$ cat src/rtl/pc_fetch_gen.sv
// pc_fetch_gen: fetch-stage program-counter generator.
// Holds the fetch PC and drives a req/ack instruction-fetch handshake. The
// address is held stable until it is acknowledged. Redirects (exception,
// ERET, branch/jump) that arrive while a request is outstanding are parked
// in a pending register and applied when the ack arrives. A misaligned PC
// parks the block in an error state that only an exception can leave.

module pc_fetch_gen #(
    parameter int unsigned      WIDTH    = 32,
    parameter logic [WIDTH-1:0] RESET_PC = 32'hbfc00000,
    parameter logic [WIDTH-1:0] EXC_VEC  = 32'hbfc00380,
    parameter int unsigned      INC      = 4
) (
    input  logic             clk,
    input  logic             rst,
    input  logic             stall,
    input  logic             exc_valid,
    input  logic             eret_valid,
    input  logic [WIDTH-1:0] epc,
    input  logic             br_valid,
    input  logic [WIDTH-1:0] br_target,
    output logic             if_req,
    output logic [WIDTH-1:0] if_addr,
    input  logic             if_ack,
    output logic [WIDTH-1:0] pc,
    output logic [WIDTH-1:0] pc_plus,
    output logic             adel,
    output logic             pend_valid
);

    // Fetch control states.
    localparam logic [1:0] ST_IDLE = 2'd0;  // no request outstanding
    localparam logic [1:0] ST_REQ  = 2'd1;  // request presented, waiting for ack
    localparam logic [1:0] ST_ERR  = 2'd2;  // misaligned PC, waiting for exception

    // Redirect priority levels. The numeric order is the priority order, so
    // a plain magnitude compare decides whether a new redirect may replace
    // the one already parked in the pending register.
    localparam logic [1:0] PRI_NONE = 2'd0;
    localparam logic [1:0] PRI_BR   = 2'd1;
    localparam logic [1:0] PRI_ERET = 2'd2;
    localparam logic [1:0] PRI_EXC  = 2'd3;

    localparam logic [WIDTH-1:0] INC_W = WIDTH'(INC);

    logic [1:0]       state, state_d;
    logic [WIDTH-1:0] pc_d;
    logic             pend_valid_d;
    logic [WIDTH-1:0] pend_pc, pend_pc_d;
    logic [1:0]       pend_pri, pend_pri_d;

    logic [1:0]       in_pri;     // priority of the redirect arriving this cycle
    logic [WIDTH-1:0] in_tgt;     // target of the redirect arriving this cycle
    logic [WIDTH-1:0] tgt;        // overall next-PC winner, pending and sequential included
    logic             pc_load;    // pc is being rewritten this cycle

    // Sequential successor; wraps modulo 2^WIDTH with no carry out.
    assign pc_plus = pc + INC_W;

    // Pick the highest-priority redirect presented on the inputs this cycle.
    always_comb begin
        // NOTE: every variable written in a combinational block gets a default
        // first, so no path through the if/else chain can infer a latch.
        in_pri = PRI_NONE;
        in_tgt = '0;
        if (exc_valid) begin
            in_pri = PRI_EXC;
            in_tgt = EXC_VEC;
        end else if (eret_valid) begin
            in_pri = PRI_ERET;
            in_tgt = epc;
        end else if (br_valid) begin
            in_pri = PRI_BR;
            in_tgt = br_target;
        end
    end

    // Resolve the full next-PC: live redirect, then pending, then sequential.
    always_comb begin
        if (in_pri != PRI_NONE) begin
            tgt = in_tgt;
        end else if (pend_valid) begin
            tgt = pend_pc;
        end else begin
            tgt = pc_plus;
        end
    end

    // Next-state, PC update and pending-register update for the fetch FSM.
    always_comb begin
        state_d      = state;
        pc_d         = pc;
        pc_load      = 1'b0;
        pend_valid_d = pend_valid;
        pend_pc_d    = pend_pc;
        pend_pri_d   = pend_pri;

        case (state)
            ST_IDLE: begin
                // No request outstanding, so a redirect lands in pc at once.
                // The ack input is meaningless here and is ignored.
                if (in_pri != PRI_NONE || pend_valid) begin
                    pc_d         = tgt;
                    pc_load      = 1'b1;
                    pend_valid_d = 1'b0;
                end
                state_d = stall ? ST_IDLE : ST_REQ;
            end

            ST_REQ: begin
                if (if_ack) begin
                    // Request accepted: move on, consuming any redirect.
                    pc_d         = tgt;
                    pc_load      = 1'b1;
                    pend_valid_d = 1'b0;
                    state_d      = stall ? ST_IDLE : ST_REQ;
                end else if (in_pri != PRI_NONE &&
                             (!pend_valid || in_pri >= pend_pri)) begin
                    // Address must stay stable; park the redirect unless a
                    // higher-priority one is already waiting.
                    pend_valid_d = 1'b1;
                    pend_pc_d    = in_tgt;
                    pend_pri_d   = in_pri;
                end
            end

            ST_ERR: begin
                // Only an exception recovers from a misaligned fetch PC.
                pend_valid_d = 1'b0;
                if (exc_valid) begin
                    pc_d    = EXC_VEC;
                    pc_load = 1'b1;
                    state_d = ST_IDLE;
                end
            end

            default: begin
                state_d      = ST_IDLE;
                pend_valid_d = 1'b0;
            end
        endcase

        // Any freshly loaded PC that is not word aligned raises AdEL and
        // blocks further requests.
        if (pc_load && pc_d[1:0] != 2'b00) begin
            state_d      = ST_ERR;
            pend_valid_d = 1'b0;
        end
    end

    // State, PC and pending registers with asynchronous active-high reset.
    always_ff @(posedge clk or posedge rst) begin
        // NOTE: registers take non-blocking assignments so every flop samples
        // the pre-edge values, independent of statement order.
        if (rst) begin
            // NOTE: the pending target is reset as well even though
            // pend_valid alone gates it; it keeps simulation free of X.
            state      <= ST_IDLE;
            pc         <= RESET_PC;
            pend_valid <= 1'b0;
            pend_pc    <= '0;
            pend_pri   <= PRI_NONE;
        end else begin
            state      <= state_d;
            pc         <= pc_d;
            pend_valid <= pend_valid_d;
            pend_pc    <= pend_pc_d;
            pend_pri   <= pend_pri_d;
        end
    end

    assign if_req  = (state == ST_REQ);
    assign adel    = (state == ST_ERR);
    assign if_addr = pc;

endmodule

$ cat config.mk
export PLATFORM = sky130hd
export DESIGN_NAME = pc_fetch_gen
export DESIGN_NICKNAME = d
export VERILOG_FILES = /design/src/rtl/pc_fetch_gen.sv
export SDC_FILE = /design/constraint.sdc
export NUM_CORES = 1
export LEC_CHECK = 0
export ABC_CLOCK_PERIOD_IN_PS = 2900
export BUFFER_PORTS_ARGS = -buffer_cell sky130_fd_sc_hd__buf_2
export CORE_MARGIN = 3
export CORE_UTILIZATION = 51
export CTS_CLUSTER_DIAMETER = 80
export CTS_CLUSTER_SIZE = 16
export DETAILED_ROUTE_END_ITERATION = 12
export GPL_TIMING_DRIVEN = 1
export HOLD_SLACK_MARGIN = 0.12
export PLACE_DENSITY = 0.82
export SETUP_SLACK_MARGIN = 0.05
export SYNTH_ARGS = -nofsm -noshare
export SYNTH_HDL_FRONTEND = slang
export SYNTH_SLANG_ARGS = --single-unit
$ cat constraint.sdc
create_clock -name clk -period 2.9 [get_ports clk]
set_input_delay 0.29 -clock clk [delete_from_list [all_inputs] [get_ports clk]]
set_output_delay 0.29 -clock clk [all_outputs]
set_load 0.01 [all_outputs]
After elaboration in Yosys (flattened, before gate mapping)
Cells that the tools add are included.
{"block": "word_totals", "reg_bits": 69, "in_bits": 71, "out_inout_bits": 99}
{"block": "op_classes", "n_addsub": 1, "magnitude_cmp": 1, "eq_ne": 9, "mux": 26, "bitwise_logic": 1, "n_reduce_logical": 13}
{"operator": "32-bit two-way mux", "count": 8}
{"operator": "32-bit one-hot mux with 3 select lines", "count": 1}
{"operator": "32-bit by 3-bit adder with 32-bit output (second input constant)", "count": 1}
{"operator": "2-bit two-way mux", "count": 5}
{"operator": "1-bit two-way mux", "count": 9}
{"operator": "2-bit one-hot mux with 3 select lines", "count": 1}
{"operator": "2-bit != test (second input constant)", "count": 2}
{"operator": "4-bit by 1-bit != test with 1-bit output (second input constant)", "count": 1}
{"operator": "2-bit AND reduction", "count": 2}
{"operator": "4-bit AND reduction", "count": 1}
{"operator": "2-bit nonzero test", "count": 2}
{"operator": "3-bit by 1-bit != test with 1-bit output (second input constant)", "count": 1}
{"operator": "3-bit by 2-bit != test with 1-bit output (second input constant)", "count": 1}
{"operator": "3-bit != test (second input constant)", "count": 1}
{"operator": "1-bit one-hot mux with 3 select lines", "count": 1}
{"operator": "3-bit AND reduction", "count": 1}
{"operator": "3-bit nonzero test", "count": 1}
{"operator": "2-bit by 1-bit == test with 1-bit output (second input constant)", "count": 1}
{"operator": "2-bit == test (second input constant)", "count": 1}
{"operator": "2-bit greater-or-equal comparator", "count": 1}
{"operator": "1-bit logical AND", "count": 2}
{"operator": "2-bit logical NOT", "count": 1}
{"operator": "1-bit logical OR", "count": 2}
{"operator": "2-bit by 1-bit != test with 1-bit output (second input constant)", "count": 1}
{"operator": "3 further kinds", "count": 3}

Longest topological paths before layout
{"block": "depth", "depth_word": 11, "ltp_mapped": 13, "depth_no_buf": 8}

Worst setup path after synthesis
No wires, ideal clock.
{"block": "synth_timing", "path_type": "input to register", "from": "in exc_valid", "to": "reg pend_pc[0]", "setup_time_ns": 0.125, "arrival_time_ns": 2.856, "t_required_ns": 2.775, "path_slack_ns": -0.081, "stages": 11, "cell_sequence": "clkbuf_1 clkbuf_1 clkbuf_1 buf_1 nor2_1 ha_1 o21ai_0 a311oi_1 buf_2 buf_2 mux2_2"}
{"block": "synth_between", "elab_chain_cells": 5}
{"item": "start: declaration", "line_no": "17", "rtl": "input logic exc_valid,"}
{"item": "2-bit two-way mux", "line_no": "66", "rtl": "if (exc_valid) begin"}
{"item": "2-bit greater-or-equal comparator", "line_no": "118", "rtl": "(!pend_valid || in_pri >= pend_pri)) begin"}
{"item": "1-bit logical OR", "line_no": "118"}
{"item": "1-bit logical AND", "line_no": "117", "rtl": "end else if (in_pri != PRI_NONE &&"}
{"item": "3-bit AND reduction (no source line)"}
{"item": "end signal: assignment", "line_no": "167", "rtl": "pend_pc <= pend_pc_d;"}
{"item": "end: declaration", "line_no": "49", "rtl": "logic [WIDTH-1:0] pend_pc, pend_pc_d;"}
Parallel ways exist; a longest one is shown, timed or not.
A chain may end at the register's enable or synchronous reset.

Final worst setup path
{"block": "layout_timing", "from": "reg pc[7], in the netlist if_addr[7]", "to": "out pc_plus[29]"}
{"block": "layout_between", "elab_chain_cells": 1}
{"item": "start: declaration", "line_no": "25", "rtl": "output logic [WIDTH-1:0] pc,"}
{"item": "start signal: assignment", "line_no": "165", "rtl": "pc <= pc_d;"}
{"item": "32-bit by 3-bit adder with 32-bit output", "line_no": "58", "rtl": "assign pc_plus = pc + INC_W;"}
{"item": "end: declaration", "line_no": "26", "rtl": "output logic [WIDTH-1:0] pc_plus,"}
Every way passes these cells.

==> flow_summary.json <==
{
  "die_area_mm2": 0.01043,
  "worstSetupPathType": "reg -> out",
  "dp.cells": 754,
  "synth_seq_cells": 69,
  "start_kind": "flip-flop",
  "post-synth-top-count-cell": "dfrtp_1",
  "coreArea_mm2": 0.008848,
  "cts.sinks": 69,
  "overflow": 0,
  "yosysUniqueCellTypes": 64,
  "drc_errors": 0,
  "synth_area_mm2": 0.004712,
  "hpwl_mm": 10.45,
  "reg2regPathDepth": 5,
  "die_y_um": 102.1,
  "crit_path_start": "if_addr[7]$_DFFE_PP0P_",
  "dp_slack_ns": 0.3925,
  "r2r-end": "if_addr[6]$_DFFE_PP0P_",
  "clock_latency_ns": 0.34,
  "antenna_found_initial": 0,
  "power_switching_mw": 1.621,
  "finalInstanceArea_mm2": 0.005604,
  "fin_util_pct": 63.33,
  "rows": 34,
  "start_util_pct": 53.25,
  "clock_path_buffers": 2,
  "path_cells": "nand4_4 > or4_4 > nor4_4 > xor2_1 > buf_2",
  "cts-htree-levels": 3,
  "tightest_slew_ns": 0.8901,
  "gp_congestion": 0.8710,
  "fill_cells": 742,
  "grtUsageTotal_pct": 27.21,
  "grt_max_degree": 70,
  "numCtsBuffers": 9,
  "synth_nets": 607,
  "synth_edf_count": 0,
  "firstDrtPassIters": 5,
  "place_area_mm2": 0.005415,
  "power_mw": 4.013,
  "crit_arrival_ns": 2.45,
  "setup-tns-final_ns": 0,
  "global_route.usage.met2_pct": 44.68,
  "avgRoutedWirePerCell_um": 18.72,
  "register_area_mm2": 0.001739,
  "end_kind": "primary output",
  "drt-initial-drc-count": 371,
  "period_share_pct": 94.36,
  "grt_pass1_wl_mm": 22.06,
  "skew_ns": 0.01073,
  "holdCritPathClass": "in -> async",
  "cts-root-buf": "clkbuf_8",
  "final_cell_count_no_fill": 770,
  "maxCapViolCount": 0,
  "grtUsageMet3_pct": 4.300,
  "rsz0062_at_grt": "false",
  "comb_power_share_pct": 40.5,
  "grt_pass1_vias": 4356,
  "grt_use_met1_pct": 35.67,
  "synthFlopType": "dfrtp_1",
  "crit_path_end": "pc_plus[29]",
  "synth_common_cells": "60 x dfrtp_1, 52 x nor2_1, 43 x nand2_1",
  "clock_power_share_pct": 17.9,
  "synth_area_leaders": "dfrtp_1 32%, buf_4 5.6%, mux2_2 5.3%",
  "max_freq_ghz": 0.3654,
  "finalSetupViolations": 0,
  "synthCells": 533,
  "seq_area_frac_synth_pct": 36.88,
  "hold_buffers": 0,
  "crit_path_max_incr_delay_ns": 0.64,
  "finalWirelength_mm": 14.42,
  "path_delay_family": "simple AND/OR/NAND/NOR gates",
  "cp_slowest_cell": "or4_4",
  "r2r_slack_ns": 0.64,
  "finalHoldViolations": 0,
  "cp_num_buf_inv": 1,
  "ioPinCount": 170,
  "vdd_ir_drop_max_uv": 386.2,
  "multiInputGateArea_mm2": 0.002510,
  "area.growth.synth_to_final_pct": 18.93,
  "dr_total_vias": 4714,
  "viasPerCell": 6.122,
  "yosysTopAreaCell": "dfrtp_1",
  "yosys.area.top_type_share_pct": 31.86,
  "postSynthAreaPerCell_um2": 8.841,
  "slew-limit-headroom_pct": 40.66,
  "drive_gt1_share_pct": 37.92,
  "worstPathRequired_ns": 2.61,
  "drv_slew": 0,
  "power.density_mw_per_mm2": 716.2,
  "drtAntennaViolNets": 0,
  "r2r-start": "pend_valid$_DFFE_PP0P_",
  "swShare_pct": 40.39,
  "numPortBuffers": 169,
  "dieWidth_um": 102.1,
  "yosysWarnings": 0,
  "synth-async-reset-ratio_pct": 100.0,
  "grt-busiest-layer": "met2",
  "cp_max_fo": 9,
  "leakage_nw": 2.649,
  "p_seq_share_pct": 41.6,
  "clkSlewWorstSetupHoldPaths_ns": 0.08,
  "layout.nets": 731,
  "path_depth": 5,
  "status": "complete, no violations",
  "n_antenna_cell": 0,
  "cts_tree": "done",
  "intPower_mw": 2.392,
  "whs_ns": 0.1929,
  "setup_ws_ns": 0.1635,
  "min_period_ns": 2.737
}
## placed cells by master, fill, tap and decap left out, types with 4 or more instances in the layout
cell type	synthesis	final
o21ai_0	29	29
mux2i_1	10	10
buf_4	35	20
dfstp_2	9	9
a22oi_1	20	20
xnor2_1	17	17
nor3_1	10	10
mux2_2	22	22
nor4_1	7	5
dfrtp_1	60	59
clkbuf_8	0	11
o2bb2ai_1	5	5
a221oi_1	13	13
clkbuf_1	23	4
nand3_1	18	18
xor2_1	10	10
and3_1	5	5
nor2_1	52	52
inv_1	14	13
o22a_1	4	4
nand4_1	7	7
a21oi_1	29	29
nand2_1	43	43
o21a_1	7	7
buf_2	10	169
## metal layers
metal / up-vias / share of wire [%]
li1: 2143 / -
met1: 2260 / 40
met2: 271 / 50
met3: 40 / 8.1
met4: 0 / 2.4
met5: - / 0
## state kept, by name, summed over array words and instances, names as in the netlist
| register | flops |
|---|---|
| pend_pri | 2 |
| pend_valid | 1 |
| if_addr | 32 |
| pend_pc | 32 |
| state | 2 |
## final cells by class
cell class	instances	share of cell area [%]
Clock buffer	15	2.969
Timing Repair Buffer	189	17.77
Sequential cell	69	31.03
Clock inverter	1	0.08931
Tap cell	108	2.411
Multi-Input combinational cell	374	44.79
Inverter	14	0.9377
## power groups by stage
| stage | clock (mW) | combinational, mW | sequential (mW) |
|---|---|---|---|
| finish | 0.717 | 1.63 | 1.67 |
| global route | 0.766 | 1.77 | 1.72 |
| CTS | 0.719 | 1.62 | 1.66 |
| detailed placement | 0 | 1.62 | 1.67 |
| global placement | 0 | 1.58 | 1.65 |
| floorplan | 0 | 1.15 | 1.63 |
## kinds of logic (layout without fill, tap and decap cells)
| logic type | Yosys count | count (layout) | share of synthesized area (%) |
|---|---|---|---|
| adders and majority gates | 3 | 3 | 0.7967 |
| AOI/OAI and AO/OA | 143 | 143 | 21.08 |
| muxes | 32 | 32 | 7.382 |
| DFF | 69 | 69 | 36.88 |
| xor gates and xnor gates | 27 | 27 | 5.018 |
| buffers and inverters | 90 | 219 | 10.75 |
| and+or+nand+nor | 169 | 169 | 18.08 |
## worst min-delay path: stages
cell   delay, ns
buf_2       0.10
inv_2       0.03
buf_4       0.66
## worst min-delay path by stage
stage / from / end / slack, ns / depth (start not counted)
6_report: rst / if_addr[11]$_DFFE_PP0P_ / 0.19 / 3
5_1_grt: stall / state[0]$_DFFE_PP0P_ / 0.23 / 3
4_1_cts: stall / state[0]$_DFFE_PP0P_ / 0.20 / 3
3_5_place_dp: pend_pc[9]$_DFFE_PP0P_ / pend_pc[9]$_DFFE_PP0P_ / 0.49 / 1
3_3_place_gp: pend_pc[18]$_DFFE_PP0P_ / pend_pc[18]$_DFFE_PP0P_ / 0.48 / 1
2_1_floorplan: if_ack / pend_valid$_DFFE_PP0P_ / 0.45 / 3
## timing repair
item	in CTS	in global routing
pin swaps	0	1
setup buffers	0	0
setup endpoints to repair	2	6
gates resized for setup	1	3
Note: power is estimated with default switching activity, not from simulation.
